[src/rtl/issue_arbiter_pkg.sv]
// -----------------------------------------------------------------------------
// issue_arbiter_pkg
// Shared compute-unit types for the dispatch -> operand collector path.
// Holds the default compute-unit configuration, the scalar types used on the
// issue path (tag_t, reg_idx_t, warp_id_t), the issue payload struct and a
// small round-robin pointer helper.
// No ports (package).
// -----------------------------------------------------------------------------
package issue_arbiter_pkg;

    localparam int unsigned CuNumWarps        = 8;
    localparam int unsigned CuNumTags         = 8;
    localparam int unsigned CuRegIdxWidth     = 6;
    localparam int unsigned CuOperandsPerInst = 2;

    // Width helpers stay at least one bit wide so single-warp or
    // single-tag configurations still elaborate.
    localparam int unsigned CuTagWidth    = (CuNumTags  > 1) ? $clog2(CuNumTags)  : 1;
    localparam int unsigned CuWarpIdWidth = (CuNumWarps > 1) ? $clog2(CuNumWarps) : 1;

    typedef logic [CuTagWidth-1:0]    tag_t;
    typedef logic [CuRegIdxWidth-1:0] reg_idx_t;
    typedef logic [CuWarpIdWidth-1:0] warp_id_t;

    // Operand k occupies bits [k*CuRegIdxWidth +: CuRegIdxWidth].
    typedef struct packed {
        tag_t                                        tag;
        reg_idx_t                                    dst;
        logic [CuOperandsPerInst*CuRegIdxWidth-1:0]  operands;
    } issue_payload_t;

    // Pointer to the warp after idx, wrapping at n (n need not be a power
    // of two, so a plain increment-and-truncate is not enough).
    function automatic int unsigned rr_next(input int unsigned idx, input int unsigned n);
        return (idx + 1 >= n) ? 0 : idx + 1;
    endfunction

endpackage

[src/rtl/issue_rr_arb.sv]
// -----------------------------------------------------------------------------
// issue_rr_arb
// Purely combinational round-robin pick: the lowest requesting index at or
// above the pointer wins; if none, the lowest requesting index overall.
// Ports:
//   valid      in   NumWarps   request vector
//   ptr        in   PtrWidth   round-robin start index (always < NumWarps)
//   grant      out  NumWarps   one-hot winner, zero when no request
//   idx        out  PtrWidth   binary winner index (0 when no request)
//   any_valid  out  1          at least one request present
// -----------------------------------------------------------------------------
module issue_rr_arb #(
    parameter int unsigned NumWarps = 8,
    parameter int unsigned PtrWidth = 3
) (
    input  logic [NumWarps-1:0] valid,
    input  logic [PtrWidth-1:0] ptr,
    output logic [NumWarps-1:0] grant,
    output logic [PtrWidth-1:0] idx,
    output logic                any_valid
);

    logic [PtrWidth-1:0] idx_hi;
    logic [PtrWidth-1:0] idx_lo;
    logic                found_hi;

    // Scanning downward lets the last hit be the lowest index; idx_lo tracks
    // the overall lowest request, idx_hi the lowest one at or above ptr.
    always_comb begin
        idx_hi   = '0;
        idx_lo   = '0;
        found_hi = 1'b0;
        for (int i = int'(NumWarps) - 1; i >= 0; i--) begin
            if (valid[i]) begin
                idx_lo = PtrWidth'(i);
                if (i >= int'(ptr)) begin
                    idx_hi   = PtrWidth'(i);
                    found_hi = 1'b1;
                end
            end
        end
    end

    always_comb begin
        any_valid = |valid;
        idx       = found_hi ? idx_hi : idx_lo;
        grant     = '0;
        if (any_valid) begin
            grant[idx] = 1'b1;
        end
    end

endmodule

[src/rtl/issue_arbiter.sv]
// -----------------------------------------------------------------------------
// issue_arbiter
// Round-robin arbiter letting NumWarps per-warp dispatchers share a single
// operand collector through a one-entry output register.
// Ports:
//   clk_i            in   1                              clock
//   rst_ni           in   1                              async active-low reset
//   disp_valid_i     in   NumWarps                       per-warp request
//   disp_ready_o     out  NumWarps                       per-warp accept (one-hot)
//   disp_tag_i       in   NumWarps*TagWidth              per-warp tag
//   disp_dst_i       in   NumWarps*RegIdxWidth           per-warp destination
//   disp_operands_i  in   NumWarps*OperandsPerInst*RegIdxWidth  sources
//   opc_ready_i      in   1                              collector can accept
//   opc_valid_o      out  1                              issued instruction valid
//   opc_warp_id_o    out  WarpIdWidth                    issuing warp
//   opc_tag_o / opc_dst_o / opc_operands_o  out          registered payload
//
// Handshake: on both sides a transfer happens on a rising edge where valid
// and ready are both high. A dispatcher's ready is granted only from the
// request vector, the round-robin pointer and the load condition, never from
// payload. Once opc_valid_o is up, it and the payload hold until a cycle
// with opc_ready_i high.
// -----------------------------------------------------------------------------
module issue_arbiter
    import issue_arbiter_pkg::*;
#(
    parameter  int unsigned NumWarps        = CuNumWarps,
    parameter  int unsigned NumTags         = CuNumTags,
    parameter  int unsigned RegIdxWidth     = CuRegIdxWidth,
    parameter  int unsigned OperandsPerInst = CuOperandsPerInst,
    localparam int unsigned TagWidth        = (NumTags  > 1) ? $clog2(NumTags)  : 1,
    localparam int unsigned WarpIdWidth     = (NumWarps > 1) ? $clog2(NumWarps) : 1,
    localparam int unsigned OpsWidth        = OperandsPerInst * RegIdxWidth
) (
    input  logic                         clk_i,
    input  logic                         rst_ni,
    input  logic [NumWarps-1:0]          disp_valid_i,
    output logic [NumWarps-1:0]          disp_ready_o,
    input  logic [NumWarps*TagWidth-1:0] disp_tag_i,
    input  logic [NumWarps*RegIdxWidth-1:0] disp_dst_i,
    input  logic [NumWarps*OpsWidth-1:0] disp_operands_i,
    input  logic                         opc_ready_i,
    output logic                         opc_valid_o,
    output logic [WarpIdWidth-1:0]       opc_warp_id_o,
    output logic [TagWidth-1:0]          opc_tag_o,
    output logic [RegIdxWidth-1:0]       opc_dst_o,
    output logic [OpsWidth-1:0]          opc_operands_o
);

    logic [NumWarps-1:0]    grant;
    logic [WarpIdWidth-1:0] win_idx;
    logic                   any_valid;
    logic [WarpIdWidth-1:0] rr_ptr;
    logic                   load;

    logic                   opc_valid_q;
    warp_id_t               warp_q;
    issue_payload_t         payload_q;
    issue_payload_t         win_payload;

    issue_rr_arb #(
        .NumWarps (NumWarps),
        .PtrWidth (WarpIdWidth)
    ) u_rr_arb (
        .valid     (disp_valid_i),
        .ptr       (rr_ptr),
        .grant     (grant),
        .idx       (win_idx),
        .any_valid (any_valid)
    );

    // The register may load when empty or when its content drains this
    // cycle, which allows back-to-back issue.
    assign load = !opc_valid_q || opc_ready_i;

    // Gating with rst_ni keeps any accept from being signalled while the
    // register is held in reset.
    assign disp_ready_o = (load && rst_ni) ? grant : '0;

    always_comb begin
        win_payload          = '0;
        win_payload.tag      = disp_tag_i[int'(win_idx)*TagWidth +: TagWidth];
        win_payload.dst      = disp_dst_i[int'(win_idx)*RegIdxWidth +: RegIdxWidth];
        win_payload.operands = disp_operands_i[int'(win_idx)*OpsWidth +: OpsWidth];
    end

    always_ff @(posedge clk_i or negedge rst_ni) begin
        if (!rst_ni) begin
            opc_valid_q <= 1'b0;
            warp_q      <= '0;
            payload_q   <= '0;
            rr_ptr      <= '0;
        end else if (load) begin
            opc_valid_q <= any_valid;
            if (any_valid) begin
                warp_q    <= win_idx;
                payload_q <= win_payload;
                rr_ptr    <= WarpIdWidth'(rr_next(int'(win_idx), NumWarps));
            end
        end
    end

    assign opc_valid_o    = opc_valid_q;
    assign opc_warp_id_o  = warp_q;
    assign opc_tag_o      = payload_q.tag;
    assign opc_dst_o      = payload_q.dst;
    assign opc_operands_o = payload_q.operands;

endmodule

[config.mk]
export PLATFORM = sky130hd
export DESIGN_NAME = issue_arbiter
export DESIGN_NICKNAME = d
export VERILOG_FILES = /design/src/rtl/issue_arbiter_pkg.sv /design/src/rtl/issue_rr_arb.sv /design/src/rtl/issue_arbiter.sv
export SDC_FILE = /design/constraint.sdc
export NUM_CORES = 1
export LEC_CHECK = 0
export CAP_MARGIN = 20
export CORE_ASPECT_RATIO = 0.9
export CORE_MARGIN = 1.5
export CORE_UTILIZATION = 35
export CTS_CLUSTER_DIAMETER = 40
export CTS_CLUSTER_SIZE = 20
export DETAILED_ROUTE_END_ITERATION = 8
export GPL_ROUTABILITY_DRIVEN = 1
export PLACE_DENSITY = 0.82
export SLEW_MARGIN = 20
export SYNTH_ARGS = -nofsm -noshare
export SYNTH_HDL_FRONTEND = slang
export SYNTH_SLANG_ARGS = --single-unit
[constraint.sdc]
create_clock -name clk_i -period 2.4 [get_ports clk_i]
set_input_delay 0.36 -clock clk_i [delete_from_list [all_inputs] [get_ports clk_i]]
set_output_delay 0.36 -clock clk_i [all_outputs]
set_load 0.02 [all_outputs]
==> results of run 1 <==
-- final cells by class --
type / instances / area [sq um] / share of cell area, %
multi-input cells: 299 / 2160 / 37.6
flip-flops and latches: 28 / 704 / 12.2
repair buffers: 264 / 2690 / 46.8
well taps: 99 / 124 / 2.15
clock buffers: 3 / 41.3 / 0.717
inverters: 7 / 31.3 / 0.543
-- cell usage after synthesis, drive strengths merged, types with 2 or more instances --
master / count / area (sq um)
a21oi: 5 / 25.0
nor2b: 6 / 37.5
clkbuf: 7 / 26.3
o22a: 17 / 149
nor2: 86 / 330
a31oi: 17 / 113
o31ai: 2 / 15.0
nand2: 37 / 139
nand2b: 3 / 26.3
mux2: 2 / 22.5
buf: 22 / 188
nand3: 17 / 85.1
inv: 7 / 26.3
mux2i: 51 / 510
o21ai: 10 / 57.6
o32a: 5 / 50.1
a211oi: 11 / 108
o211ai: 15 / 113
dfrtp: 28 / 701
-- kinds of logic (layout without fill, tap and decap cells) --
group | after synthesis | in the layout | synth area share (%)
fa+ha+maj | 1 | 1 | 0.436
simple gates | 154 | 154 | 22.9
flops | 28 | 28 | 24.4
compound gates | 91 | 91 | 25.3
buf+inv | 36 | 274 | 8.38
mux | 53 | 53 | 18.6
-- cells in the final DEF, fill, tap and decap left out, types with 3 or more instances in the layout --
cell type and count:
nand2_1 35, nand3_1 15, o22a_1 17, a31oi_1 16
nor2b_1 5, nor2_4 4, buf_16 3, o32a_1 5
clkdlybuf4s50_1 194, dfrtp_1 25, buf_4 36, a211oi_1 5
buf_12 4, dfrtp_2 3, o211ai_1 15, nor2_2 7
o21ai_0 3, inv_1 3, nor2_1 75, nand2b_4 3
buf_6 15, mux2i_1 48, dlygate4sd2_1 8, a21oi_1 3
clkbuf_16 3, clkbuf_8 3, o21ai_1 4, a211oi_2 6
-- power breakdown --
part / internal [uW] / switching [uW] / leakage, uW / total [uW]
registers: 715 / 185 / 0.000313 / 900
clock network: 113 / 153 / 0.0000216 / 266
logic: 3050 / 2950 / 0.00202 / 6000
total: 3880 / 3290 / 0.00236 / 7170
-- flip-flops by register name, summed over array words and instances (netlist names) --
name / cells
opc_tag_o: 3
opc_operands_o: 12
opc_dst_o: 6
opc_warp_id_o: 3
opc_valid_o: 1
rr_ptr: 3
-- metal layers --
metal / track usage, % / up-vias
met3: 4.58 / 20
met1: 33.0 / 1731
met2: 47.8 / 129
li1: - / 1801
met5: 0 / -
met4: 5.89 / 0
-- worst max-delay path: stages, from the launching register on --
cell     delay (ps)
dfrtp_2         430
buf_6           120
and4b_1         280
o22ai_4         100
o41ai_4         310
buf_6           210
nand3_4         120
nor2_1          120
buf_4           150
-- repair_timing --
item	CTS	global route
hold endpoints to repair	0	0
setup buffers	10	2
cloned	2	3
pin swaps	17	15
endpoints found under the setup margin	32	28
resized for setup	94	37
-- stage by stage --
step	cells	cell area, sq um
6_report	700	5760
2_1_floorplan	363	2870
3_3_place_gp	681	5200
5_1_grt	700	5760
4_1_cts	696	5530
3_5_place_dp	681	5200
-- how the worst min path moves through the flow --
| stage | start | to | slack, ps | cells after the start |
|---|---|---|---|---|
| after detailed placement | rst_ni | opc_operands_o[6] | 460 | 2 |
| after floorplan | rst_ni | opc_dst_o[0] | 60 | 0 |
| after global routing | rst_ni | opc_operands_o[6] | 230 | 2 |
| after global placement | rst_ni | opc_operands_o[5] | 460 | 2 |
| after CTS | rst_ni | opc_operands_o[6] | 210 | 2 |
| final | rst_ni | opc_operands_o[6] | 220 | 2 |
==> results.yml, run 1 <==
detailed_routing:
  routed-wl-met2_mm: 6.47
  dr.max_layer_used: "met4"
  viasPerCell: 5.26
  drt-initial-drc-count: 138
  remaining_drc_errors: 0
  drtPass1Iterations: 4
  routedWlPerCell_um: 18.1
  num_vias: 3681
  wl_mm: 12.7
  met1_length_mm: 5.30
  ant_nets: 0
  wl_met3_um: 688
grt:
  grt_pass1_vias: 3538
  antenna_found_initial: 0
  grt-ovfl-total: 0
  grt_pass1_wl_mm: 18.3
  grt_max_degree: 52
  grt_use_total_pct: 26.3
die:
  row_count: 31
  die_h_um: 88.9
  core_area_sq_mm: 0.00799
  ios: 212
  start_util_pct: 35.9
  die_area_sq_mm: 0.00875
  fp.dieW_um: 98.4
final_layout:
  utilization_pct: 72.1
  nNetsFinal: 783
  fillers: 624
  drive_gt1_share_pct: 19.6
  insertedDiodeCount: 0
  synthToLayoutAreaGrowth_pct: 101
timing:
  finalHoldViolCount: 0
  worstMarginPinSlew_ps: 392
  slew_headroom_pct: 73.9
  fin_crit_sh_pct: 103
  setup_viol: 11
  rsz0062_at_grt: "true"
  finalMaxSlewViolations: 0
  setup_tns_ps: -420
  skew_ps: 2.19
  fmax_mhz: 404
  min_period_ps: 2470
  fin_worst_hold_slack_ps: 218
  worst_slack_ps: -74.2
clock_tree:
  hold_buffers: 0
  cts_root_buffer: "clkbuf_8"
  cts.sinks: 28
  ctsHtreeMaxLevel: 1
  clockBufferDepth: 2
  clk_latency_ps: 280
  numCtsBuffers: 3
  cts_tree: "built"
  clkSlewWorstSetupHoldPaths_ps: 100
critical_path:
  path_class: "flop to output port"
  startpoint: "rr_ptr[2]"
  critPathCapture: "disp_ready_o[1]"
  reg2reg_from: "rr_ptr[2]"
  cp-end-kind: "output port"
  r2r_slack_ps: -20
  reg2reg_to: "opc_operands_o[8]"
  required_ps: 2040
  cp.arrival_ps: 2110
  r2r_cells: 13
  worstPathMaxFanout: 8
  worstSetupStartpointType: "flop"
synthesis:
  synth_flop_cell: "dfrtp_1"
  synth_cell_types: 45
  ys_seq_area_share_pct: 24.4
  ys_ff_latch: 28
  synth_area_per_cell_sq_um: 7.90
  synth_warnings: 0
  synth_fp_nets: 543
  async_flop_share_pct: 100
  syn_area_sq_mm: 0.00287
  synthCells: 363
  synth_enable_flop_cells: 0
min_path:
  hold_path_class: "primary input to asynchronous set/reset pin"
power:
  peakVddDrop_mv: 0.558
  power_uw: 7170
  power.density_mw_per_mm2: 1250
  p_leak_uw: 0.00236
status:
  status: "finished, violations left"
  violations: "negative setup slack"
placed_design:
  gp_congestion: 0.880
  io_buffers: 211
  dpl.hpwl_mm: 9.59
  dp_slack_ps: -771
flow_run:
  cap_violations: 0
No activity file was read; power rests on OpenSTA's default activity.
==> run 2: changes to the inputs <==
--- a/config.mk
+++ b/config.mk
@@ -9,10 +9,11 @@
 export CORE_ASPECT_RATIO = 0.9
 export CORE_MARGIN = 1.5
 export CORE_UTILIZATION = 35
-export CTS_CLUSTER_DIAMETER = 40
+export CTS_CLUSTER_DIAMETER = 80
 export CTS_CLUSTER_SIZE = 20
 export DETAILED_ROUTE_END_ITERATION = 8
 export GPL_ROUTABILITY_DRIVEN = 1
+export HOLD_SLACK_MARGIN = 0.02
 export PLACE_DENSITY = 0.82
 export SLEW_MARGIN = 20
 export SYNTH_ARGS = -nofsm -noshare
==> results of run 2 <==
The final DEF is identical to that of run 1; final timing and power are the same.
==> run 3: changes to the inputs <==
--- a/config.mk
+++ b/config.mk
@@ -15,6 +15,7 @@
 export GPL_ROUTABILITY_DRIVEN = 1
 export HOLD_SLACK_MARGIN = 0.02
 export PLACE_DENSITY = 0.82
+export SETUP_SLACK_MARGIN = 0.4
 export SLEW_MARGIN = 20
 export SYNTH_ARGS = -nofsm -noshare
 export SYNTH_HDL_FRONTEND = slang
==> results.yml, run 3 (same netlist as run 1, synthesis figures left out) <==
critical_path:
  required_ps: 2040
  crit_chain: "dlygate4sd2_1 > o2bb2ai_1 > o22ai_4 > o41ai_4 > buf_6 > nand3_4 > nor2_4 > buf_6"
  cp_slowest_cell: "o41ai_4"
  slowest_delay_ps: 410
  cp.arrival_ps: 2170
  crit_top_cell: "buf_6"
  r2r_cells: 10
  critPathCapture: "disp_ready_o[5]"
  critPathBufInv: 3
  worstPathMaxFanout: 6
  reg2reg_to: "opc_operands_o[6]"
  reg2reg_from: "rr_ptr[2]"
  cpLargestDelayFamily: "compound AO/OA/AOI/OAI gates"
  r2r_slack_ps: -100
  startpoint: "disp_valid_i[4]"
  path_class: "primary input to output port"
  cp-end-kind: "output port"
  path_depth: 8
  worstSetupStartpointType: "primary input"
grt:
  grt_pass1_wl_mm: 17.7
  grt_max_degree: 46
  antenna_found_initial: 0
  grt_use_total_pct: 25.4
  grt_pass1_vias: 3709
  grt-ovfl-total: 0
clock_tree:
  clk_latency_ps: 280
  cts_tree: "built"
  clkSlewWorstSetupHoldPaths_ps: 90
  clockBufferDepth: 2
  numCtsBuffers: 3
  cts.sinks: 28
  ctsHtreeMaxLevel: 1
  cts_root_buffer: "clkbuf_8"
timing:
  skew_ps: 4.89
  setup_tns_ps: -1500
  worstMarginPinSlew_ps: 442
  rsz0062_at_grt: "true"
  finalMaxSlewViolations: 0
  min_period_ps: 2530
  fin_crit_sh_pct: 105
  fmax_mhz: 395
  worst_slack_ps: -130
  setup_viol: 23
  finalHoldViolCount: 0
  slew_headroom_pct: 70.4
die:
  core_area_sq_mm: 0.00799
  ios: 212
  start_util_pct: 35.9
  die_area_sq_mm: 0.00875
  die_h_um: 88.9
  row_count: 31
  fp.dieW_um: 98.4
status:
  status: "finished, violations left"
  violations: "negative setup slack"
placed_design:
  gp_congestion: 0.838
  dpl.cell_count: 680
  io_buffers: 211
  dpl.hpwl_mm: 8.86
power:
  netSwitchingFraction_pct: 45.4
  p_clk_share_pct: 4.8
  power_uw: 7880
  p_seq_share_pct: 11.2
  p_int_uw: 4300
  combPwrFrac_pct: 84.1
  switching_power_uw: 3580
  p_leak_uw: 0.00246
  power.density_mw_per_mm2: 1300
  peakVddDrop_mv: 0.819
final_layout:
  multi_input_area_sq_mm: 0.00226
  largest_register_ffs: 12
  fillers: 553
  final_common_cell: "clkdlybuf4s50_1"
  drive_gt1_share_pct: 23.9
  seq_area_sq_um: 704
  utilization_pct: 75.6
  insertedDiodeCount: 0
  most-common-layout-cells: "194 x clkdlybuf4s50_1, 63 x nor2_1, 42 x mux2i_1"
  synthToLayoutAreaGrowth_pct: 111
  fin_cells: 711
  nNetsFinal: 793
detailed_routing:
  wl_mm: 13.1
  remaining_drc_errors: 0
  routedWlPerCell_um: 18.4
  drtPass1Iterations: 5
  ant_nets: 0
  viasPerCell: 5.44
  num_vias: 3869
  drt-initial-drc-count: 174
flow_run:
  cap_violations: 0
min_path:
  hold_path_class: "primary input to asynchronous set/reset pin"
## run 3: cell count changes in the layout (fill, tap and decap cells not counted), moves of 3 or more
cell | before | now
buf_8 | 0 | 3
mux2i_1 | 48 | 42
mux2i_2 | 2 | 8
nor2_1 | 75 | 63
nor2_4 | 4 | 14
## run 3: timing repair
action                                 in CTS  in global routing
cloned                                      3                  6
pin swaps                                  12                 21
buffers inserted                           11                  6
hold buffers                                1                  0
resized for setup                         108                 37
endpoints found under the hold margin      10                  0
setup endpoints to repair                  35                 34
## run 3: power groups by stage
stage / Combinational [uW] / Clock (uW) / Sequential [uW]
global placement: 4740 / 0 / 871
floorplan: 3160 / 0 / 1110
detailed placement: 4820 / 0 / 886
CTS: 5770 / 375 / 875
finish: 6620 / 376 / 879
global route: 6960 / 398 / 907
## run 3: how the worst min path moves through the flow
stage                start                  to  slack (ps)  depth (start not counted)
floorplan           rst_ni        opc_dst_o[0]          60                          0
global placement    rst_ni        opc_dst_o[1]         280                          1
detailed placement  rst_ni        opc_dst_o[1]         280                          1
CTS                 rst_ni    opc_warp_id_o[1]         160                          2
global route        rst_ni        opc_dst_o[4]         170                          2
finish              rst_ni  opc_operands_o[10]         160                          2
## run 3: metrics by stage
step	hold slack, ps	cell area, sq um	setup slack, ps
floorplan	64.4	2990	181
global placement	281	5280	-737
detailed placement	283	5280	-802
CTS	159	5740	-40.3
global route	167	6040	-209
finish	159	6040	-130
## run 3: cell type report
class	instances	area share [%]
multi-input cells	299	37.4
repair buffers	274	47.2
flip-flops and latches	28	11.7
inverters	7	0.559
clock buffers	3	0.683
clock inverters	1	0.497
well taps	99	2.05
## run 3: layer usage
layer	share of wire, %	track usage, %	vias up
li1	-	-	1820
met1	38	27.8	1807
met2	51	48.6	213
met3	8.1	6.08	29
met4	2.8	8.32	0
met5	0	0	-
## run 3: worst reg2reg max path, cell delays in order, from the launching register on
cell	delay [ps]
dfrtp_2	380
buf_6	130
and4b_2	270
o22ai_4	100
o41ai_4	410
buf_6	200
buf_4	180
buf_12	140
mux2i_2	220
o22a_1	230
a31oi_1	100
